$ cat config.mk
export PLATFORM = sky130hd
export DESIGN_NAME = ram_loader
export DESIGN_NICKNAME = d
export VERILOG_FILES = /design/src/rtl/ram_loader_pkg.sv /design/src/rtl/ram_loader_ram_port_mux.sv /design/src/rtl/ram_loader.sv
export SDC_FILE = /design/constraint.sdc
export NUM_CORES = 1
export LEC_CHECK = 0
export BUFFER_PORTS_ARGS = -buffer_cell sky130_fd_sc_hd__buf_2
export CAP_MARGIN = 20
export CORE_UTILIZATION = 44
export DETAILED_ROUTE_END_ITERATION = 10
export PLACE_DENSITY = 0.62
export SYNTH_ARGS = -nofsm -noshare
export SYNTH_HDL_FRONTEND = slang
export SYNTH_HIERARCHICAL = 1
export SYNTH_SLANG_ARGS = --single-unit
$ cat constraint.sdc
create_clock -name clk -period 3.75 [get_ports clk]
set_clock_uncertainty 0.2 [all_clocks]
set_input_delay 0.375 -clock clk [delete_from_list [all_inputs] [get_ports clk]]
set_output_delay 0.375 -clock clk [all_outputs]
set_load 0.05 [all_outputs]
$ cat src/rtl/ram_loader_pkg.sv
// Shared definitions for the program loader: FSM encoding and frame geometry.
package ram_loader_pkg;

  typedef enum logic [2:0] {
    ST_IDLE   = 3'd0,
    ST_LOAD   = 3'd1,
    ST_CHECK  = 3'd2,
    ST_VERIFY = 3'd3,
    ST_ERROR  = 3'd4
  } state_t;

  localparam int unsigned DEF_ADDR_WIDTH = 4;
  localparam int unsigned FRAME_LEN      = 2 ** DEF_ADDR_WIDTH;

  // Number of data bytes in a frame for a given RAM address width.
  function automatic int unsigned frame_len(input int unsigned aw);
    return 2 ** aw;
  endfunction

endpackage

$ cat src/rtl/ram_loader_ram_port_mux.sv
// RAM port selector: CPU bus while running, loader's registered bus while halted.
module ram_port_mux
  import ram_loader_pkg::*;
#(
  parameter int ADDR_WIDTH = 4,
  parameter int DATA_WIDTH = 8
) (
  input  logic                  sel_loader,
  input  logic [ADDR_WIDTH-1:0] cpu_address,
  input  logic                  cpu_we,
  input  logic [DATA_WIDTH-1:0] cpu_data,
  input  logic [ADDR_WIDTH-1:0] ld_address,
  input  logic                  ld_we,
  input  logic [DATA_WIDTH-1:0] ld_data,
  output logic [ADDR_WIDTH-1:0] ram_address,
  output logic                  ram_we,
  output logic [DATA_WIDTH-1:0] ram_data
);

  assign ram_address = sel_loader ? ld_address : cpu_address;
  assign ram_we      = sel_loader ? ld_we      : cpu_we;
  assign ram_data    = sel_loader ? ld_data    : cpu_data;

endmodule

$ cat src/rtl/ram_loader.sv
// Program loader: streams a framed image into the program RAM, reads it back
// to verify the frame checksum, then releases the CPU.
module ram_loader
  import ram_loader_pkg::*;
#(
  parameter int ADDR_WIDTH = 4,
  parameter int DATA_WIDTH = 8
) (
  input  logic                  clk,
  input  logic                  rst_n,
  input  logic                  start,
  input  logic                  in_valid,
  input  logic [DATA_WIDTH-1:0] in_data,
  output logic                  in_ready,
  input  logic [ADDR_WIDTH-1:0] cpu_address,
  input  logic                  cpu_we,
  input  logic [DATA_WIDTH-1:0] cpu_data,
  output logic [ADDR_WIDTH-1:0] ram_address,
  output logic                  ram_we,
  output logic [DATA_WIDTH-1:0] ram_data,
  input  logic [DATA_WIDTH-1:0] ram_rdata,
  output logic                  cpu_halt,
  output logic                  done,
  output logic                  error
);

  // Handshake: a byte transfers on a rising edge where in_valid && in_ready.
  // in_ready depends only on state, never on in_valid.

  localparam int unsigned LEN = frame_len(ADDR_WIDTH);
  localparam int VW = ADDR_WIDTH + 1;
  localparam logic [ADDR_WIDTH-1:0] LAST_ADDR = ADDR_WIDTH'(LEN - 1);

  state_t                state, state_nx;
  logic [ADDR_WIDTH-1:0] addr_cnt;
  logic [ADDR_WIDTH-1:0] ld_addr;
  logic [DATA_WIDTH-1:0] ld_data;
  logic                  ld_we;
  logic [DATA_WIDTH-1:0] sum;
  logic [DATA_WIDTH-1:0] chk;
  logic [DATA_WIDTH-1:0] sum_total;
  logic [VW-1:0]         vcnt;
  logic                  error_q;
  logic                  accept;
  logic                  verify_last;

  assign accept    = in_valid & in_ready;
  assign sum_total = sum + ram_rdata + chk;
  assign cpu_halt  = (state != ST_IDLE);
  assign error     = error_q;
  // The last VERIFY cycle sees the 16th read data on ram_rdata.
  assign verify_last = (state == ST_VERIFY) && (vcnt == VW'(LEN));
  assign done        = verify_last && (sum_total == '0);

  always_comb begin
    state_nx = state;
    in_ready = 1'b0;
    case (state)
      ST_IDLE:   if (start) state_nx = ST_LOAD;
      ST_LOAD: begin
        in_ready = 1'b1;
        if (in_valid && addr_cnt == LAST_ADDR) state_nx = ST_CHECK;
      end
      ST_CHECK: begin
        in_ready = 1'b1;
        if (in_valid) state_nx = ST_VERIFY;
      end
      ST_VERIFY: if (verify_last) state_nx = (sum_total == '0) ? ST_IDLE : ST_ERROR;
      ST_ERROR:  if (start) state_nx = ST_LOAD;
      default:   state_nx = ST_IDLE;
    endcase
  end

  always_ff @(posedge clk or negedge rst_n) begin
    if (!rst_n) begin
      state    <= ST_IDLE;
      addr_cnt <= '0;
      ld_addr  <= '0;
      ld_data  <= '0;
      ld_we    <= 1'b0;
      sum      <= '0;
      chk      <= '0;
      vcnt     <= '0;
      error_q  <= 1'b0;
    end else begin
      state <= state_nx;
      ld_we <= 1'b0;
      case (state)
        ST_IDLE, ST_ERROR: begin
          if (start) begin
            addr_cnt <= '0;
            sum      <= '0;
            error_q  <= 1'b0;
          end
        end
        ST_LOAD: begin
          if (accept) begin
            ld_addr  <= addr_cnt;
            ld_data  <= in_data;
            ld_we    <= 1'b1;
            addr_cnt <= addr_cnt + ADDR_WIDTH'(1);
          end
        end
        ST_CHECK: begin
          if (accept) begin
            chk     <= in_data;
            ld_addr <= '0;
            vcnt    <= '0;
          end
        end
        ST_VERIFY: begin
          ld_addr <= ld_addr + ADDR_WIDTH'(1);
          vcnt    <= vcnt + VW'(1);
          // Read data trails the address by one cycle, so cycle 0 has nothing to add.
          if (vcnt != '0) sum <= sum + ram_rdata;
          if (verify_last && sum_total != '0) error_q <= 1'b1;
        end
        default: ;
      endcase
    end
  end

  ram_port_mux #(
    .ADDR_WIDTH(ADDR_WIDTH),
    .DATA_WIDTH(DATA_WIDTH)
  ) u_mux (
    .sel_loader (cpu_halt),
    .cpu_address(cpu_address),
    .cpu_we     (cpu_we),
    .cpu_data   (cpu_data),
    .ld_address (ld_addr),
    .ld_we      (ld_we),
    .ld_data    (ld_data),
    .ram_address(ram_address),
    .ram_we     (ram_we),
    .ram_data   (ram_data)
  );

endmodule

## After elaboration in Yosys (flattened, before gate mapping)

Cells that the tools add are included.
W data, S select, Z words.

- Bits in registers: 42
- Input bits: 33
- Logic and storage cells: 78

- Add/subtract/negate cells: 5
- Equal/unequal tests: 14
- Muxes and demuxes: 26
- Bitwise gates (word level): 1
- Reduce and logical (&&, ||, !) cells: 23

Operators with widths:

| kind | count |
|---|---|
| $mux W8 | 3 |
| $mux W4 | 5 |
| $add A8 B8 Y8 | 2 |
| $pmux W8 S2 | 1 |
| $mux W3 | 5 |
| $pmux W3 S4 | 1 |
| $pmux W4 S3 | 1 |
| $reduce_and A3 Y1 | 4 |
| $ne A2 B2 Y1 const B | 5 |
| $pmux W5 S2 | 1 |
| $add A4 B1 Y4 const B | 2 |
| $logic_not A8 Y1 | 1 |
| $pmux W4 S2 | 1 |
| $reduce_bool A8 Y1 | 1 |
| $eq A3 B2 Y1 const B | 2 |
| $mux W1 | 6 |
| $ne A2 B1 Y1 const B | 3 |
| $reduce_and A2 Y1 | 3 |
| $reduce_bool A2 Y1 | 3 |
| $reduce_bool A3 Y1 | 2 |
| $add A5 B1 Y5 const B | 1 |
| $eq A5 B5 Y1 const B | 1 |
| $mux W5 | 1 |
| $reduce_bool A5 Y1 | 1 |
| other kinds (9) | 13 |

## Depth between registers and ports, before layout

Gate-level depths: netlist (run 1).

- Depth after elaboration: 6
- Depth in mapped cells: 14
- Depth with buffers taken out: 14

## By module

The synthesis (run 1) kept the hierarchy.

By module, submodules not included:

| module | times used | cells each | area each (um2) | seq. area each (um2) |
|---|---|---|---|---|
| ram_loader | 1 | 250 | 2,488.6 | 1,051.0 |
| ram_port_mux | 1 | 14 | 195.2 | 0.0 |

## Least setup slack after synthesis (run 1)

OpenSTA, ideal clock, no wires.

- Kind: input to output
- Start: in ram_rdata[0]
- End: out done
- Arrival: 3.595 ns
- Slack: -0.420 ns
- Stages: 14
- Path buffers: 0
- Path through: ha_1 > inv_1 > fa_1 > nor2b_1 > o21ai_0 > nand2b_1 > a31oi_1 > xnor2_1 > ha_1 > o21ai_0 > or3_1 > a31o_1 > a2111oi_2 > nor2b_1

- Longest elaborated chain between the ends: 4

RTL lines:

| item | line | text |
|---|---|---|
| from (decl) | ram_loader.sv:21 | `input logic [DATA_WIDTH-1:0] ram_rdata,` |
| $add A8 B8 Y8 (2 in series) | ram_loader.sv:48 | `assign sum_total = sum + ram_rdata + chk;` |
| $logic_not A8 Y1 | ram_loader.sv:53 | `assign done = verify_last && (sum_total == '0);` |
| $logic_and A1 B1 Y1 | ram_loader.sv:53 |  |
| to (decl) | ram_loader.sv:23 | `output logic done,` |

Every way passes these cells.

## Worst setup path after layout (run 1)

- Start: reg sum[0]
- End: out done

- Longest elaborated chain between the ends: 4

RTL lines:

| item | line | text |
|---|---|---|
| from (decl) | ram_loader.sv:39 | `logic [DATA_WIDTH-1:0] sum;` |
| from (signal assigned) | ram_loader.sv:115 | `if (vcnt != '0) sum <= sum + ram_rdata;` |
| $add A8 B8 Y8 (2 in series) | ram_loader.sv:48 |  |
| $logic_not A8 Y1 | ram_loader.sv:53 |  |
| $logic_and A1 B1 Y1 | ram_loader.sv:53 |  |

Every way passes these cells.

==> out/summary.txt, run 1 <==
CTS Hold Bufs: 0
CTS Buf Count: 5
Core Box Area: 0.00589 sq mm
CTS max path bufs: 2
Initial antenna violation count: 0
Post-route design area: 0.00330 sq mm
Ys Warns: 6
Yosys reg bits: 42
Antenna-violating nets left: 0
Ant diodes: 0
Synth Flop Type: dfrtp_1
Status: finished with violations
RSZ-0062 raised after global routing: true
Post-Syn Instances: 264
Vias: 2214
Post-synth EDFFs: 0
Hpwl dp: 4580 microns
Crit Path Max Fanout: 3
Clock Root Buffer: clkbuf_8
DRC errors left: 0
Fillers: 537
Port-buffer cells: 49
Drt via density: 5.44
Largest net degree at the start of global routing: 43
Fraction of layout cells with a size suffix above 1: 36.4%
GRT Util Overall: 20.5%
Die Span Y: 80.1 microns
Worst Reg-to-Reg Cells: 15
Cell Area, Placed: 0.00315 sq mm
Max Cap Viol: 0
Final cell count without fillers: 407
First DRT Iteration DRCs: 104
Max-slew violation count: 0
Reg2reg start: sum[0]$_DFFE_PN0P_
Place WS: -0.280 ns
# IOs: 50
Reg clk slew, reported paths: 0.08 ns
DIE WIDTH: 80.1 microns
Post-layout minimum cycle time: 4.13 ns
CTS tree: yes
Worst EP arrival: 3.56 ns
Count of different cell masters after synthesis: 47
Most common cell after layout, fill and taps aside: buf_2
Vias in the first global route: 2141
Violated checks: setup timing
Startpoint Class: flip-flop
R2R Setup Slk: 0.25 ns
Wire per inst: 14.9 microns
Starting Density: 45.6%
Reg-to-reg critical path endpoint: state[2]$_DFFE_PN0P_
Period Utilization, post-route: 110%
Cells after DPL: 399
Setup ws final: -0.383 ns
Slew margin rel.: 38.9%
Setup TNS: -0.383 ns
DRT Pass-1 Iters: 4
Worst min path class: primary input to asynchronous set/reset pin
First-pass GRT wire length: 9940 microns
Row Count: 28
Final hold violation count: 0
Routability cong.: 0.883
Worst-margin pin slew: 0.917 ns
Area Overhead vs Synth: 22.8%
Crit Path Category: flip-flop to primary output
CP Capture Type: primary output
Avg Synthesized Cell Area: 10.2 sq um
Synthesized cell area: 0.00268 sq mm
Final WL: 6050 microns
Die area: 0.00642 sq mm
Seq/Total Area, Yosys: 39.2%
Worst EP required: 3.17 ns
CTS Sinks: 42
H-Tree Depth: 2
Grt ovf: 0
Nets@finish: 386
Commonest non-fill, non-tap cells in the layout: buf_2, dfrtp_1, nand2_1
Worst-Skew Late Latency: 0.29 ns
F_max: 242 MHz
Final setup fails: 1
Asr flop ratio synth: 100%
Net Count, Synth: 317
==> layer usage <==
metal / routed length (microns) / track usage [%]
met5: 0 / 0
met4: 85 / 6.07
met3: 269 / 4.32
met2: 2990 / 34.4
met1: 2710 / 26.5
==> state kept, by name, summed over array words and instances (netlist names) <==
signal and flops:
state 3, ld_addr 4, ld_data 8, error 1
chk 8, sum 8, vcnt 5, ld_we 1
addr_cnt 4
==> kinds of logic (layout without fill, tap and decap cells) <==
family	count (synthesis)	count (layout)	synth area share [%]
simple gates	75	75	13.3
compound gates	66	66	16.6
flops	42	42	39.2
mux	31	31	14.3
fa+ha+maj	20	20	9.88
buf+inv	19	87	3.08
xor+xnor	11	11	3.59
==> worst max-delay path, stage by stage, from the launching register on <==
cell and delay [ns]:
dfrtp_1 0.35, ha_2 0.19, inv_2 0.04, fa_2 0.35
nor2b_2 0.12, o21ai_1 0.06, nand2b_1 0.13, a31oi_1 0.11
xnor2_1 0.17, ha_1 0.34, o21ai_2 0.08, or3_4 0.35
a31o_1 0.24, a2111oi_4 0.37, nor2b_4 0.21, buf_8 0.15
==> Yosys cell counts, drive strengths merged (2+ instances only) <==
cell type  instances  share of area (%)
o31ai              2               0.56
o21ai             18                3.4
mux2              29                 14
o211ai             3               0.84
nor2b              4               0.93
a21oi             16                3.1
xor2               5                1.6
ha                18                8.4
nor4               3               0.93
nand2b             4               0.93
nor2              14                2.0
inv               12                1.7
dfrtp             42                 39
nor3               2               0.37
or3                2               0.47
nand3              5               0.93
mux2i              2               0.75
a21o               6                1.7
a22oi              2               0.56
nand2             30                4.2
buf                4               0.98
a22o               2               0.65
and3               3               0.70
clkbuf             3               0.42
a2111oi            2                1.1
xnor2              6                2.0
a31oi              3               0.70
nand4              6                1.4
fa                 2                1.5
==> timing repair <==
item | in CTS | in global routing
endpoints found under the hold margin | 0 | 0
resized for setup | 3 | 10
setup endpoints to repair | 1 | 1
pin swaps | 0 | 7
gates cloned | 0 | 0
buffers inserted | 0 | 2
==> final cells by class <==
cell class                 count  area, sq um  area share, %
multi-input combinational    203         1620           49.1
sequential                    42         1050           31.9
timing repair buffer          69          405           12.3
tap                           75         93.8           2.85
clock buffer                   6         82.6           2.50
inverter                      12         45.0           1.37
==> worst max-delay path by stage <==
stage	slack, ns	to	startpoint	cells after the start
after global placement	-0.19	done	ram_rdata[0]	17
after floorplan	0.05	done	ram_rdata[0]	14
after CTS	-0.36	done	sum[0]$_DFFE_PN0P_	15
after global routing	-0.56	done	sum[0]$_DFFE_PN0P_	15
after detailed placement	-0.28	done	ram_rdata[0]	15
final	-0.38	done	sum[0]$_DFFE_PN0P_	15
==> per-stage QoR <==
step	utilization (%)	hold WS, ns
after global placement	53.5	0.259
final	56.0	0.0103
after detailed placement	53.5	0.287
after global routing	56.0	0.0902
after CTS	55.1	0.0537
after floorplan	-	-0.121
Power of run 1 is not shown: default switching activity piles up to over one toggle a cycle in this logic, so the estimate is an artifact.
==> run 2, diff against run 1 <==
--- a/config.mk
+++ b/config.mk
@@ -9,6 +9,7 @@
 export CAP_MARGIN = 20
 export CORE_UTILIZATION = 44
 export DETAILED_ROUTE_END_ITERATION = 10
+export HOLD_SLACK_MARGIN = 0.06
 export PLACE_DENSITY = 0.62
 export SYNTH_ARGS = -nofsm -noshare
 export SYNTH_HDL_FRONTEND = slang
==> run 2 against run 1 <==
The flow still finishes with violations (setup timing). First-iteration DRC count increased by 7.7%. Via count unchanged. Maximum frequency decreased by 0.29%. Die area unchanged. Design area increased by 0.30%. Core utilization increased by 0.17 points. Worst setup slack got worse by 0.012 ns. Worst hold slack improved by 0.12 ns. Register-to-register slack about the same. Cell count increased by 0.25%. Count of clock-buffer cells in the layout unchanged. Critical endpoint unchanged. Largest cell class unchanged.
==> out/summary.txt, run 2 (synthesis results as in run 1) <==
DRT Pass-1 Iters: 4 (unchanged)
CTS Buf Count: 5 (unchanged)
Final core utilization: 56.2% (+0.17 points)
Post-layout minimum cycle time: 4.15 ns (+0.0119 ns)
Worst min path class: primary input to flip-flop
Crit Path Category: flip-flop to primary output
Max-slew violation count: 0 (unchanged)
Reg2reg start: sum[0]$_DFFE_PN0P_
Slew margin rel.: 38.6% (-0.30 points)
Hpwl dp: 4580 microns (unchanged)
Worst EP arrival: 3.57 ns (about the same)
Fillers: 536 (-0.19%)
Core Box Area: 0.00589 sq mm (unchanged)
Reg clk slew, reported paths: 0.07 ns (about the same)
DRC errors left: 0 (unchanged)
Cells along the critical path: ha_2 -> inv_2 -> fa_2 -> nor2b_2 -> o21ai_1 -> nand2b_1 -> a31oi_1 -> xnor2_1 -> ha_1 -> o21ai_2 -> or3_4 -> a31o_1 -> a2111oi_4 -> nor2b_4 -> buf_8
Reg-to-reg critical path endpoint: state[2]$_DFFE_PN0P_
Routability cong.: 0.883 (unchanged)
CP Capture Type: primary output
H-Tree Depth: 2 (unchanged)
Cells after DPL: 399 (unchanged)
Final setup fails: 1 (unchanged)
Clock Root Buffer: clkbuf_8
Starting Density: 45.6% (unchanged)
Initial antenna violation count: 0 (unchanged)
CP peak stage delay: 0.37 ns (about the same)
Worst-Skew Late Latency: 0.29 ns (about the same)
Grt ovf: 0 (unchanged)
CTS max path bufs: 2 (unchanged)
GRT Util Overall: 20.5% (unchanged)
Most common cell after layout, fill and taps aside: buf_2
First DRT Iteration DRCs: 112 (+7.7%)
Critical Path Start: sum[0]$_DFFE_PN0P_
HP Start: in_data[1]
Period Utilization, post-route: 111% (+0.32 points)
Setup TNS: -0.395 ns (-0.0119 ns)
Startpoint Class: flip-flop
Area Overhead vs Synth: 23.2%
Nets@finish: 387 (+0.26%)
Largest net degree at the start of global routing: 43 (unchanged)
Crit Path Max Fanout: 3 (unchanged)
R2R Setup Slk: 0.24 ns (about the same)
Commonest non-fill, non-tap cells in the layout: buf_2, dfrtp_1, nand2_1
Final cell count without fillers: 408 (+0.25%)
Drt via density: 5.43 (-0.25%)
Antenna-violating nets left: 0 (unchanged)
CTS Sinks: 42 (unchanged)
F_max: 241 MHz (-0.29%)
Port-buffer cells: 49 (unchanged)
Die area: 0.00642 sq mm (unchanged)
Worst EP required: 3.17 ns (about the same)
Vias in the first global route: 2142 (+0.047%)
Ant diodes: 0 (unchanged)
Row Count: 28 (unchanged)
Die Span Y: 80.1 microns (unchanged)
Worst-margin pin slew: 0.922 ns (+0.00452 ns)
Final WL: 6080 microns (+0.53%)
Max Cap Viol: 0 (unchanged)
RSZ-0062 raised after global routing: true
Worst Reg-to-Reg Cells: 15 (unchanged)
Wire per inst: 14.9 microns (+0.28%)
First-pass GRT wire length: 9940 microns (unchanged)
Final hold violation count: 0 (unchanged)
Crit path max-delay cell type: a2111oi_4
Regs by FF count: chk x8, ld_data x8, sum x8
Violated checks: setup timing
Fraction of layout cells with a size suffix above 1: 36.3% (-0.11 points)
Setup ws final: -0.395 ns (-0.0119 ns)
Critical Path End: done
CTS tree: yes
Vias: 2214 (unchanged)
DIE WIDTH: 80.1 microns (unchanged)
# IOs: 50 (unchanged)
Status: finished with violations
## run 2: cell types whose count changed in the layout (fill, tap and decap cells not counted), sizes merged
cell / change
dlygate4sd3: +1
## run 2: worst min path at each step
| stage | to | slack, ns | cells past startpoint |
|---|---|---|---|
| after floorplan | addr_cnt[0]$_DFFE_PN0P_ | -0.12 | 0 |
| after global placement | error$_DFFE_PN0P_ | 0.26 | 2 |
| after detailed placement | sum[0]$_DFFE_PN0P_ | 0.29 | 2 |
| after CTS | chk[1]$_DFFE_PN0P_ | 0.12 | 2 |
| after global routing | chk[1]$_DFFE_PN0P_ | 0.12 | 2 |
| final | chk[1]$_DFFE_PN0P_ | 0.13 | 2 |
## run 2: layout make-up
cell class                      instances  area [sq um]  share of cell area [%]
Inverter                               12          45.0                    1.36
Timing Repair Buffer                   70           415                    12.6
Sequential cell                        42          1050                    31.8
Multi-Input combinational cell        203          1620                    49.0
Clock buffer                            6          82.6                    2.50
Tap cell                               75          93.8                    2.84
## run 2: critical path: cells and delay by family, from the launching register on
family,cells,cell delay [ns]
flip-flops,1,0.35
AO/OA/AOI/OAI,5,0.86
XOR/XNOR,1,0.17
AND/OR/NAND/NOR,4,0.82
buffers and inverters,2,0.19
adder cells (fa/ha/maj),3,0.88
## run 2: metal layers
layer  global-route usage (%)  vias up  part of all wire [%]
li1                         -     1095                     -
met1                     26.5     1055                    45
met2                     34.4       57                    49
met3                     4.32        7                   4.4
met4                     6.07        0                   1.4
met5                        0        -                     0
## run 2: timing repair
item,4_1_cts,5_1_grt
setup buffers,0,2
hold endpoints to repair,18,0
setup endpoints to repair,1,1
hold buffers,1,0
pin swaps,0,7
cloned,0,0
resized for setup,3,10
## run 2: per-stage QoR
step,area (sq um),worst slack [ns],hold WS (ns)
2_1_floorplan,2710,0.0479,-0.121
3_3_place_gp,3150,-0.191,0.259
3_5_place_dp,3150,-0.280,0.287
4_1_cts,3260,-0.357,0.119
5_1_grt,3310,-0.562,0.121
6_report,3310,-0.395,0.126
Power of run 2 is left out for the same reason.
